<file path="src/rtl/net_to_cpu_cache_pkg.sv">
// Block geometry and shared types for the net-to-CPU-cache read path (package lu_new).
package lu_new;

  localparam int LANES        = 4;
  localparam int BSIZE        = 8;
  localparam int MAX_BDIMBITS = 8;
  localparam int CACHE_AWIDTH = 8;
  localparam int CACHE_DWIDTH = LANES * 32;

  // Word address of the final beat in a block; counters advance by LANES per beat.
  localparam logic [CACHE_AWIDTH-1:0] LAST      = CACHE_AWIDTH'(BSIZE * BSIZE - LANES);
  localparam logic [CACHE_AWIDTH-1:0] LANES_INC = CACHE_AWIDTH'(LANES);

  typedef struct packed {
    logic top;
    logic cur;
    logic left;
  } t_buftrio;

  typedef struct packed {
    t_buftrio bufs;
    logic     page;
  } t_cache_which;

  typedef enum logic [1:0] {
    IDLE = 2'd0,
    REQ  = 2'd1,
    RECV = 2'd2
  } t_n2c_state;

  function automatic logic is_last(input logic [CACHE_AWIDTH-1:0] addr);
    return (addr == LAST);
  endfunction

endpackage

</file>
<file path="src/rtl/net_to_cpu_cache_if.sv">
// Message, network and cache-write signals of net_to_cpu_cache; slave is the block side.
interface net_to_cpu_cache_if;
  import lu_new::*;

  logic                    i_msg_rdreq;
  logic [MAX_BDIMBITS-1:0] i_msg_rdreq_blkx;
  logic [MAX_BDIMBITS-1:0] i_msg_rdreq_blky;
  t_buftrio                i_msg_rdreq_whichbufs;
  logic                    i_msg_rdreq_whichpage;
  logic                    o_msg_rddone;

  logic [MAX_BDIMBITS-1:0] o_net_rdreq_x;
  logic [MAX_BDIMBITS-1:0] o_net_rdreq_y;
  logic                    o_net_rdreq_valid;
  logic                    i_net_rdreq_ready;

  logic [CACHE_DWIDTH-1:0] i_net_rdresp_data;
  logic                    i_net_rdresp_valid;
  logic                    o_net_rdresp_ready;
  logic                    i_net_rdresp_sop;
  logic                    i_net_rdresp_eop;

  logic [CACHE_AWIDTH-1:0] o_cache_wrreq_addr;
  logic [CACHE_DWIDTH-1:0] o_cache_wrreq_data;
  logic                    o_cache_wrreq_valid;
  logic                    i_cache_wrreq_ready;
  t_cache_which            o_cache_wrreq_which;

  logic                    o_err;

  modport slave (
    input  i_msg_rdreq, i_msg_rdreq_blkx, i_msg_rdreq_blky, i_msg_rdreq_whichbufs,
           i_msg_rdreq_whichpage, i_net_rdreq_ready, i_net_rdresp_data, i_net_rdresp_valid,
           i_net_rdresp_sop, i_net_rdresp_eop, i_cache_wrreq_ready,
    output o_msg_rddone, o_net_rdreq_x, o_net_rdreq_y, o_net_rdreq_valid, o_net_rdresp_ready,
           o_cache_wrreq_addr, o_cache_wrreq_data, o_cache_wrreq_valid, o_cache_wrreq_which,
           o_err
  );

  modport master (
    output i_msg_rdreq, i_msg_rdreq_blkx, i_msg_rdreq_blky, i_msg_rdreq_whichbufs,
           i_msg_rdreq_whichpage, i_net_rdreq_ready, i_net_rdresp_data, i_net_rdresp_valid,
           i_net_rdresp_sop, i_net_rdresp_eop, i_cache_wrreq_ready,
    input  o_msg_rddone, o_net_rdreq_x, o_net_rdreq_y, o_net_rdreq_valid, o_net_rdresp_ready,
           o_cache_wrreq_addr, o_cache_wrreq_data, o_cache_wrreq_valid, o_cache_wrreq_which,
           o_err
  );
endinterface

</file>
<file path="src/rtl/net_to_cpu_cache_pipe_interlock.sv">
// One-entry valid/ready pipeline stage; REGISTERED=0 degenerates to a wire.
module pipe_interlock #(
  parameter int REGISTERED = 1,
  parameter int WIDTH      = 32
) (
  input  logic             clk,
  input  logic             reset_n,
  input  logic [WIDTH-1:0] data_i,
  input  logic             valid_i,
  output logic             want_o,
  output logic [WIDTH-1:0] data_o,
  output logic             valid_o,
  input  logic             ready_i
);

  if (REGISTERED != 0) begin : g_reg
    logic             full_q, full_d;
    logic [WIDTH-1:0] data_q, data_d;

    // Accept while empty or while the held word drains this cycle.
    assign want_o  = !full_q || ready_i;
    assign valid_o = full_q;
    assign data_o  = data_q;

    // Next-state of the holding register.
    always_comb begin
      full_d = full_q;
      data_d = data_q;
      if (valid_i && want_o) begin
        full_d = 1'b1;
        data_d = data_i;
      end else if (ready_i) begin
        full_d = 1'b0;
      end else begin
        full_d = full_q;
      end
    end

    // Holding register state.
    always_ff @(posedge clk or negedge reset_n) begin
      if (!reset_n) begin
        full_q <= 1'b0;
        data_q <= '0;
      end else begin
        full_q <= full_d;
        data_q <= data_d;
      end
    end
  end else begin : g_comb
    logic unused_clk_rst_s;
    assign unused_clk_rst_s = clk ^ reset_n;
    assign want_o  = ready_i;
    assign valid_o = valid_i;
    assign data_o  = data_i;
  end

endmodule

</file>
<file path="src/rtl/net_to_cpu_cache.sv">
// Fetches one block from the network on RDREQ and writes it into the CPU cache buffers.
// Optional protocol checker: define NET_TO_CACHE_CHECK_EN.
import lu_new::*;

module net_to_cpu_cache #(
  parameter int REGISTERED = 1
) (
  input logic               clk,
  input logic               reset_n,
  net_to_cpu_cache_if.slave bus
);

  t_n2c_state              state_q, state_d;
  logic [MAX_BDIMBITS-1:0] blkx_q, blkx_d, blky_q, blky_d;
  t_buftrio                bufs_q, bufs_d;
  logic                    page_q, page_d;
  logic [CACHE_AWIDTH-1:0] rx_cnt_q, rx_cnt_d, wr_addr_q, wr_addr_d;
  logic                    rx_done_q, rx_done_d;

  logic                    in_recv_s, il_valid_in_s, il_want_s, il_valid_out_s;
  logic                    beat_acc_s, wr_acc_s;
  logic [CACHE_DWIDTH-1:0] il_data_out_s;

  // Beats only enter the stage while receiving and before the final beat has been taken.
  assign in_recv_s     = (state_q == RECV);
  assign il_valid_in_s = bus.i_net_rdresp_valid && in_recv_s && !rx_done_q;
  assign beat_acc_s    = il_valid_in_s && il_want_s;
  assign wr_acc_s      = il_valid_out_s && bus.i_cache_wrreq_ready;

  pipe_interlock #(
    .REGISTERED (REGISTERED),
    .WIDTH      (CACHE_DWIDTH)
  ) u_ilock (
    .clk     (clk),
    .reset_n (reset_n),
    .data_i  (bus.i_net_rdresp_data),
    .valid_i (il_valid_in_s),
    .want_o  (il_want_s),
    .data_o  (il_data_out_s),
    .valid_o (il_valid_out_s),
    .ready_i (bus.i_cache_wrreq_ready)
  );

  assign bus.o_net_rdreq_valid   = (state_q == REQ);
  assign bus.o_net_rdreq_x       = blkx_q;
  assign bus.o_net_rdreq_y       = blky_q;
  assign bus.o_net_rdresp_ready  = in_recv_s && il_want_s && !rx_done_q;
  assign bus.o_cache_wrreq_valid = il_valid_out_s;
  assign bus.o_cache_wrreq_data  = il_data_out_s;
  assign bus.o_cache_wrreq_addr  = wr_addr_q;
  assign bus.o_cache_wrreq_which = '{bufs: bufs_q, page: page_q};
  assign bus.o_msg_rddone        = wr_acc_s && is_last(wr_addr_q);

  // Next-state: request capture, net handshake and beat/write accounting.
  always_comb begin
    state_d   = state_q;
    blkx_d    = blkx_q;
    blky_d    = blky_q;
    bufs_d    = bufs_q;
    page_d    = page_q;
    rx_cnt_d  = rx_cnt_q;
    wr_addr_d = wr_addr_q;
    rx_done_d = rx_done_q;
    case (state_q)
      IDLE: begin
        if (bus.i_msg_rdreq) begin
          blkx_d    = bus.i_msg_rdreq_blkx;
          blky_d    = bus.i_msg_rdreq_blky;
          bufs_d    = bus.i_msg_rdreq_whichbufs;
          page_d    = bus.i_msg_rdreq_whichpage;
          rx_cnt_d  = '0;
          wr_addr_d = '0;
          rx_done_d = 1'b0;
          state_d   = REQ;
        end else begin
          state_d = IDLE;
        end
      end
      REQ: begin
        if (bus.i_net_rdreq_ready) begin
          state_d = RECV;
        end else begin
          state_d = REQ;
        end
      end
      RECV: begin
        if (beat_acc_s) begin
          rx_cnt_d  = rx_cnt_q + LANES_INC;
          rx_done_d = rx_done_q || is_last(rx_cnt_q);
        end else begin
          rx_cnt_d  = rx_cnt_q;
        end
        if (wr_acc_s) begin
          wr_addr_d = wr_addr_q + LANES_INC;
          state_d   = is_last(wr_addr_q) ? IDLE : RECV;
        end else begin
          state_d   = RECV;
        end
      end
      default: state_d = IDLE;
    endcase
  end

  // Control and capture registers.
  always_ff @(posedge clk or negedge reset_n) begin
    if (!reset_n) begin
      state_q   <= IDLE;
      blkx_q    <= '0;
      blky_q    <= '0;
      bufs_q    <= '0;
      page_q    <= 1'b0;
      rx_cnt_q  <= '0;
      wr_addr_q <= '0;
      rx_done_q <= 1'b0;
    end else begin
      state_q   <= state_d;
      blkx_q    <= blkx_d;
      blky_q    <= blky_d;
      bufs_q    <= bufs_d;
      page_q    <= page_d;
      rx_cnt_q  <= rx_cnt_d;
      wr_addr_q <= wr_addr_d;
      rx_done_q <= rx_done_d;
    end
  end

`ifdef NET_TO_CACHE_CHECK_EN
  logic err_q, err_d, proto_err_s;

  // Framing must agree with the beat count: sop only first, eop only on LAST.
  always_comb begin
    proto_err_s = 1'b0;
    if (beat_acc_s) begin
      proto_err_s = ((rx_cnt_q == '0) != bus.i_net_rdresp_sop) ||
                    (is_last(rx_cnt_q) != bus.i_net_rdresp_eop);
    end else begin
      proto_err_s = 1'b0;
    end
    if ((state_q == IDLE) && bus.i_net_rdresp_valid) begin
      proto_err_s = 1'b1;
    end else begin
      proto_err_s = proto_err_s;
    end
    err_d = err_q || proto_err_s;
  end

  // Sticky error flag.
  always_ff @(posedge clk or negedge reset_n) begin
    if (!reset_n) begin
      err_q <= 1'b0;
    end else begin
      err_q <= err_d;
    end
  end

  assign bus.o_err = err_q;

`ifndef SYNTHESIS
  // Report each protocol violation as it occurs.
  always @(posedge clk) begin
    if (reset_n && proto_err_s) begin
      $error("net_to_cpu_cache: rdresp framing error, rx_cnt=%0d", rx_cnt_q);
    end
  end
`endif
`else
  logic unused_framing_s;
  assign unused_framing_s = bus.i_net_rdresp_sop ^ bus.i_net_rdresp_eop;
  assign bus.o_err        = 1'b0;
`endif

endmodule

</file>
<file path="src/flat_wrapper.sv">
// flat-port wrapper written by rule: the top's interface ports become plain ports
module net_to_cpu_cache_flat 
#(
  parameter int REGISTERED = 1
)
  (clk, reset_n, bus_i_msg_rdreq, bus_i_msg_rdreq_blkx, bus_i_msg_rdreq_blky, bus_i_msg_rdreq_whichbufs, bus_i_msg_rdreq_whichpage, bus_i_net_rdreq_ready, bus_i_net_rdresp_data, bus_i_net_rdresp_valid, bus_i_net_rdresp_sop, bus_i_net_rdresp_eop, bus_i_cache_wrreq_ready, bus_o_msg_rddone, bus_o_net_rdreq_x, bus_o_net_rdreq_y, bus_o_net_rdreq_valid, bus_o_net_rdresp_ready, bus_o_cache_wrreq_addr, bus_o_cache_wrreq_data, bus_o_cache_wrreq_valid, bus_o_cache_wrreq_which, bus_o_err);
  net_to_cpu_cache_if bus_i ();
  input logic clk;
  input logic reset_n;
  input wire logic [$bits(bus_i.i_msg_rdreq)-1:0] bus_i_msg_rdreq;
  input wire logic [$bits(bus_i.i_msg_rdreq_blkx)-1:0] bus_i_msg_rdreq_blkx;
  input wire logic [$bits(bus_i.i_msg_rdreq_blky)-1:0] bus_i_msg_rdreq_blky;
  input wire logic [$bits(bus_i.i_msg_rdreq_whichbufs)-1:0] bus_i_msg_rdreq_whichbufs;
  input wire logic [$bits(bus_i.i_msg_rdreq_whichpage)-1:0] bus_i_msg_rdreq_whichpage;
  input wire logic [$bits(bus_i.i_net_rdreq_ready)-1:0] bus_i_net_rdreq_ready;
  input wire logic [$bits(bus_i.i_net_rdresp_data)-1:0] bus_i_net_rdresp_data;
  input wire logic [$bits(bus_i.i_net_rdresp_valid)-1:0] bus_i_net_rdresp_valid;
  input wire logic [$bits(bus_i.i_net_rdresp_sop)-1:0] bus_i_net_rdresp_sop;
  input wire logic [$bits(bus_i.i_net_rdresp_eop)-1:0] bus_i_net_rdresp_eop;
  input wire logic [$bits(bus_i.i_cache_wrreq_ready)-1:0] bus_i_cache_wrreq_ready;
  output wire logic [$bits(bus_i.o_msg_rddone)-1:0] bus_o_msg_rddone;
  output wire logic [$bits(bus_i.o_net_rdreq_x)-1:0] bus_o_net_rdreq_x;
  output wire logic [$bits(bus_i.o_net_rdreq_y)-1:0] bus_o_net_rdreq_y;
  output wire logic [$bits(bus_i.o_net_rdreq_valid)-1:0] bus_o_net_rdreq_valid;
  output wire logic [$bits(bus_i.o_net_rdresp_ready)-1:0] bus_o_net_rdresp_ready;
  output wire logic [$bits(bus_i.o_cache_wrreq_addr)-1:0] bus_o_cache_wrreq_addr;
  output wire logic [$bits(bus_i.o_cache_wrreq_data)-1:0] bus_o_cache_wrreq_data;
  output wire logic [$bits(bus_i.o_cache_wrreq_valid)-1:0] bus_o_cache_wrreq_valid;
  output wire logic [$bits(bus_i.o_cache_wrreq_which)-1:0] bus_o_cache_wrreq_which;
  output wire logic [$bits(bus_i.o_err)-1:0] bus_o_err;
  assign bus_i.i_msg_rdreq = bus_i_msg_rdreq;
  assign bus_i.i_msg_rdreq_blkx = bus_i_msg_rdreq_blkx;
  assign bus_i.i_msg_rdreq_blky = bus_i_msg_rdreq_blky;
  assign bus_i.i_msg_rdreq_whichbufs = bus_i_msg_rdreq_whichbufs;
  assign bus_i.i_msg_rdreq_whichpage = bus_i_msg_rdreq_whichpage;
  assign bus_i.i_net_rdreq_ready = bus_i_net_rdreq_ready;
  assign bus_i.i_net_rdresp_data = bus_i_net_rdresp_data;
  assign bus_i.i_net_rdresp_valid = bus_i_net_rdresp_valid;
  assign bus_i.i_net_rdresp_sop = bus_i_net_rdresp_sop;
  assign bus_i.i_net_rdresp_eop = bus_i_net_rdresp_eop;
  assign bus_i.i_cache_wrreq_ready = bus_i_cache_wrreq_ready;
  assign bus_o_msg_rddone = bus_i.o_msg_rddone;
  assign bus_o_net_rdreq_x = bus_i.o_net_rdreq_x;
  assign bus_o_net_rdreq_y = bus_i.o_net_rdreq_y;
  assign bus_o_net_rdreq_valid = bus_i.o_net_rdreq_valid;
  assign bus_o_net_rdresp_ready = bus_i.o_net_rdresp_ready;
  assign bus_o_cache_wrreq_addr = bus_i.o_cache_wrreq_addr;
  assign bus_o_cache_wrreq_data = bus_i.o_cache_wrreq_data;
  assign bus_o_cache_wrreq_valid = bus_i.o_cache_wrreq_valid;
  assign bus_o_cache_wrreq_which = bus_i.o_cache_wrreq_which;
  assign bus_o_err = bus_i.o_err;
  net_to_cpu_cache #(.REGISTERED(REGISTERED)) u_core (.clk(clk), .reset_n(reset_n), .bus(bus_i));
endmodule
</file>
<file path="config.mk">
export PLATFORM = sky130hd
export DESIGN_NAME = net_to_cpu_cache_flat
export DESIGN_NICKNAME = d
export VERILOG_FILES = /design/src/rtl/net_to_cpu_cache_pkg.sv /design/src/rtl/net_to_cpu_cache_if.sv /design/src/rtl/net_to_cpu_cache_pipe_interlock.sv /design/src/rtl/net_to_cpu_cache.sv /design/src/flat_wrapper.sv
export SDC_FILE = /design/constraint.sdc
export NUM_CORES = 1
export LEC_CHECK = 0
export ABC_AREA = 0
export CAP_MARGIN = 15
export CORE_UTILIZATION = 40
export DETAILED_ROUTE_END_ITERATION = 10
export GPL_ROUTABILITY_DRIVEN = 0
export PLACE_DENSITY = 0.78
export SLEW_MARGIN = 5
export SYNTH_ARGS = -nofsm -noshare
export SYNTH_HDL_FRONTEND = slang
export SYNTH_SLANG_ARGS = --single-unit
</file>
<file path="constraint.sdc">
create_clock -name clk -period 1.8 [get_ports clk]
set_input_delay 0.27 -clock clk [delete_from_list [all_inputs] [get_ports clk]]
set_output_delay 0.27 -clock clk [all_outputs]
set_load 0.02 [all_outputs]
</file>
Word level (Yosys, flattened, before mapping)
Index checks and enable logic that the tools add are counted.
- register bits after elaboration: 168
- input bits: 156
- word-level logic and storage cells: 53
- add/sub/neg operators: 2
- eq/ne operators: 7
- muxes and demuxes: 15
- reduce and logical (&&, ||, !) cells: 17
- operators with widths (operator ; count):
    $pmux 8 s2 ; 2
    $mux 8 ; 3
    $add 8x3->8 const B ; 2
    $eq 8x6->1 const B ; 2
    $logic_and 1x1->1 ; 7
    $mux 2 ; 3
    $ne 2x2->1 const B ; 3
    $pmux 2 s3 ; 1
    $reduce_and 3->1 ; 2
    $mux 1 ; 5
    $reduce_bool 2->1 ; 2
    $eq 2x1->1 const B ; 1
    $eq 2x2->1 const B ; 1
    $logic_not 1->1 ; 2
    $logic_not 2->1 ; 1
    $logic_or 1x1->1 ; 2
    $pmux 1 s2 ; 1
    $reduce_and 2->1 ; 1

Longest topological paths before layout
- depth in word-level cells: 6
- depth in mapped cells: 6
- mapped depth without buffers: 5

By module
A second synthesis with hierarchy kept.
- cell total of the unflattened synthesis: 445
- area total of the unflattened synthesis: 6950.4 sq um
- by module, submodules not included (module ; instances ; cells each ; area an instance (sq um)):
    pipe_interlock ; 1 ; 274 ; 5341.4
    net_to_cpu_cache ; 1 ; 171 ; 1609.0

Least setup slack after synthesis
Ideal clock, no wire load.
- kind: flip-flop to flip-flop
- start: register u_core.wr_addr_q[2] (netlist: u_core.bus.o_cache_wrreq_addr[2])
- end: register u_core.state_q[1]
- setup time: 0.159 ns
- arrival time: 1.613 ns
- setup slack: 0.029 ns
- stages on the path, launching flop included: 5
- buffers on the path: 0
- path through: dfrtp_1 -> ha_1 -> nand3_1 -> nor4_1 -> o2bb2ai_1
- longest elaborated chain between the ends: 4
- RTL lines (item ; line ; RTL):
    start, declared ; net_to_cpu_cache.sv:17 ; logic [CACHE_AWIDTH-1:0] rx_cnt_q, rx_cnt_d, wr_addr_q, wr_addr_d;
    start signal, assigned ; net_to_cpu_cache.sv:122 ; wr_addr_q <= wr_addr_d;
    $eq 8x6->1 ; net_to_cpu_cache_pkg.sv:32 ; return (addr == LAST);
    $mux 2 ; net_to_cpu_cache.sv:95 ; state_d = is_last(wr_addr_q) ? IDLE : RECV;
    $mux 2 ; net_to_cpu_cache.sv:93 ; if (wr_acc_s) begin
    $pmux 2 s3 ; net_to_cpu_cache.sv:64 ; case (state_q)
    named net u_core.state_d[1] ; net_to_cpu_cache.sv:13 ; t_n2c_state state_q, state_d;
    end signal, assigned ; net_to_cpu_cache.sv:116 ; state_q <= state_d;
    end, declared ; net_to_cpu_cache.sv:13 ;
The timed path passes the listed nets, and every way through them passes these cells.
A chain may end at the register's enable or synchronous reset.

Worst setup path in the final report
- start: register u_core.u_ilock.g_reg.full_q (netlist: u_core.u_ilock.valid_o)
- end: output port bus_o_cache_wrreq_valid
- RTL lines (item ; line ; RTL):
    start, declared ; net_to_cpu_cache_pipe_interlock.sv:17 ; logic full_q, full_d;
    start signal, assigned ; net_to_cpu_cache_pipe_interlock.sv:45 ; full_q <= full_d;
    end, declared ; flat_wrapper.sv:28 ; output wire logic [$bits(bus_i.o_cache_wrreq_valid)-1:0] bus_o_cache_wrreq_valid;
No word-level cell between the ends.

==> impl_results.md <==
- Outcome: completed
- Placed cell area: 9800 sq um
- Number of port buffers: approximately 310
- Die ar.: 16,500 sq um
- Final clock skew: 0.0105 ns
- Final hold viol count: 0
- Post-Synth XOR/XNOR Area: 0.411%
- Num Clock Sinks: about 160
- Gate power share: 47.8%
- Layout net count: 933
- Layout cells sized above 1: 23.8%
- Clock H-tree levels: 4
- Worst path max stage delay: roughly 0.63 ns
- RSZ-0062 raised after global routing: no
- Combinational family with the most area after synthesis: multiplexers
- Total CTS buffers: 17
- VDD IR max: around 0.89 mV
- Switching Fraction: 34.6%
- Mux contribution to synthesized area: between 20% and 30%
- Starting Density: 41.6%
- Pwr dens: 1810 nW/um^2
- Routed Antenna Nets: 0
- Number of global-route vias before repair: 4,904
- Area Overhead vs Synth: 62.5%
- Predominant post-synthesis flop cell: dfrtp_1
- Final Power: between 15,000 and 20,000 uW
- Worst path bufs/invs: 1
- GRT Resource Usage Total: 20.3%
- Final Cell Area: 10,400 sq um
- CP Data Required Time: 1.53 ns
- Post-route setup TNS: 0 ns
- Yosys reg bits: 164
- Worst Setup Path Type: reg2out
- Via count: 4,668
- Post-Synth Adder-Cell Area: less than 1%
- EDFF count, synth: 0
- Crit. End Element: output pin
- Final Cycle Share: 95.0%
- WHS: between 0.3 and 0.4 ns
- Detailed Route WL: 16,500 microns
- First-pass GRT wire length: 25,600 microns
- GRT overflow: 0
- Drt pass-1 iters: 4
- Syn Area/Cell: around 14 sq um
- Sequential share of power: about a third
- Postcts setup bufs: 0
- Core ar.: 15,400 sq um
- Tmin final: ~1.7 ns
- CTS tree: done
- N_diodes: 0
- Worst path depth: 1
- Reg2Reg Depth: 4
- DP HPWL: 12,400 microns
- Remaining DRCs: 0
- WL/cell: 16.6 microns
- Hold crit path type: in2async
- Top Ports: 317
- Pleak: approximately 0.0046 uW
- Pin count of the biggest net entering global routing: 55
- Clock Pin Slew Worst Setup and Hold Paths: 0.06 ns
- CTS Buffer Depth: 2
- Clock power share: between 15 and 20%
- Setup violators final: 0
- Mapped Cells: ~440
- Netlist cell types: 33
- Sequential share of the synthesized area: 64.2%
- Die width: 128 microns
- Initial antenna violation count: 0
- Crit-path max FO: 4
- Post-synth ARST share: 100%
- Critical Path AT: 1.44 ns
- Clock Latency Late Sink: 0.41 ns
- Synthesized cell area: 6390 sq um
- Cell Rows: 45
- Iteration-0 DRC Markers: 119
- Startpoint types: flop
- Synth Area in Compound Gates: under 10%
- Die height: 128 microns
- Slowest stage cell on the critical path: clkdlybuf4s50_1
- Vias/cell: 4.68
- FMAX: 0.585 GHz
- Max cap viols: 0
- Worst-path cell chain: clkdlybuf4s50_1
- Sw power: 6500 uW
- Final Max Tran Viols: 0
- Root buffer cell: clkbuf_16
- Post-Synth Simple-Gate Area: 7.16%
- P_int: ~12,000 uW
- Ys Warns: 0
- Top delay family on crit path: buffers and inverters
## per-layer routing
layer | wire (microns) | share of wire [%] | GRT usage, %
met5 | 0 | 0 | 0
met4 | 397 | 2.4 | 8.30
met3 | 1120 | 6.8 | 5.20
met2 | 8770 | 53 | 36.0
met1 | 6250 | 38 | 23.4
## cell families (layout without fill, tap and decap cells)
| kind of cell | count (synthesis) | count (layout) |
|---|---|---|
| AO/OA/AOI/OAI | 12 | 12 |
| XOR/XNOR | 3 | 3 |
| adder cells (fa/ha/maj) | 4 | 4 |
| buffers and inverters | 27 | 369 |
| flip-flops | 164 | 164 |
| multiplexers | 130 | 130 |
| other | 1 | 3 |
| AND/OR/NAND/NOR | 101 | 101 |
## stage by stage
step                util [%]  setup slack (ns)  instances
floorplan                  -            0.0288        444
global placement        63.7            -0.286        964
detailed placement      63.7            -0.258        964
CTS                     67.5          -0.00844        997
global route            67.6           0.00528        997
finish                  67.6            0.0898        997
## Yosys cell counts (all sizes together), types with 3 or more instances
master / instances / area share (%)
dfrtp: 164 / 64
mux2: 129 / 23
nand2: 67 / 3.9
buf: 20 / 2.9
nand3: 11 / 1.1
nor2: 7 / 0.41
clkbuf: 5 / 0.29
o21ai: 5 / 0.39
ha: 4 / 0.78
nand2b: 3 / 0.29
nand4: 3 / 0.29
xor2: 3 / 0.41
## registers in the layout, indices dropped and copies added (netlist names), 2 cells and up
signal and count:
u_core.u_ilock.data_o 128, u_core.bus.o_net_rdreq_x 8, u_core.bus.o_net_rdreq_y 8, u_core.bus.o_cache_wrreq_addr 6
u_core.rx_cnt_q 6, u_core.bus.o_cache_wrreq_which 3, u_core.state_q 2
## repair_timing
action,CTS,global route
endpoints found under the setup margin,6,5
endpoints found under the hold margin,42,0
resized for setup,13,6
hold buffers,1,0
## final timing paths
| kind | start | slack [ns] | to |
|---|---|---|---|
| setup / recovery | u_core.u_ilock.valid_o$_DFFE_PN0P_ | 0.09 | bus_o_cache_wrreq_valid |
| min in group clk | bus_i_msg_rdreq_blky[4] | 0.38 | u_core.bus.o_net_rdreq_y[4]$_DFFE_PN0N_ |
| hold / removal | reset_n | 0.37 | u_core.u_ilock.data_o[82]$_DFFE_PN0N_ |
| max in group asynchronous | reset_n | 0.76 | u_core.bus.o_net_rdreq_x[2]$_DFFE_PN0N_ |
| setup reg to reg | u_core.state_q[1]$_DFF_PN0_ | 0.15 | u_core.u_ilock.data_o[17]$_DFFE_PN0N_ |
| hold reg to reg | u_core.bus.o_net_rdreq_x[0]$_DFFE_PN0N_ | 0.48 | u_core.bus.o_net_rdreq_x[0]$_DFFE_PN0N_ |
## power by group through the flow
stage	Clock [uW]	Combinational (uW)	Sequential (uW)
4_1_cts	3530	9100	6370
3_5_place_dp	0	9070	6410
3_3_place_gp	0	8910	6300
5_1_grt	3700	9440	6550
2_1_floorplan	0	2440	8450
6_report	3440	8970	6360
## area by class of cell
class / count / area [sq um]
Fill cell: 1145 / 4980
Sequential cell: 164 / 4100
Timing Repair Buffer: 335 / 3340
Multi-Input combinational cell: 253 / 2110
Clock buffer: 25 / 495
Tap cell: 211 / 264
Clock inverter: 7 / 71.3
Inverter: 2 / 7.51
## cell usage in the layout (no fill, tap or decap), types with 2 or more instances in the layout
cell             count
nand4_1              3
buf_2                2
nor2_1               7
nand3_1              9
nand2b_1             3
clkdlybuf4s50_1    301
o21ai_0              5
buf_12               4
nand2_1             67
dfrtp_1            164
ha_1                 4
or4_1                2
mux2_2             129
a21oi_1              2
dlymetal6s2s_1       3
dlygate4sd2_1        4
clkinv_2             2
clkinvlp_4           3
clkbuf_8             4
clkbuf_16           17
xor2_1               3
conb_1               3
buf_4               19
clkbuf_1             4
inv_1                2
No activity file was read; power rests on OpenSTA's default activity.
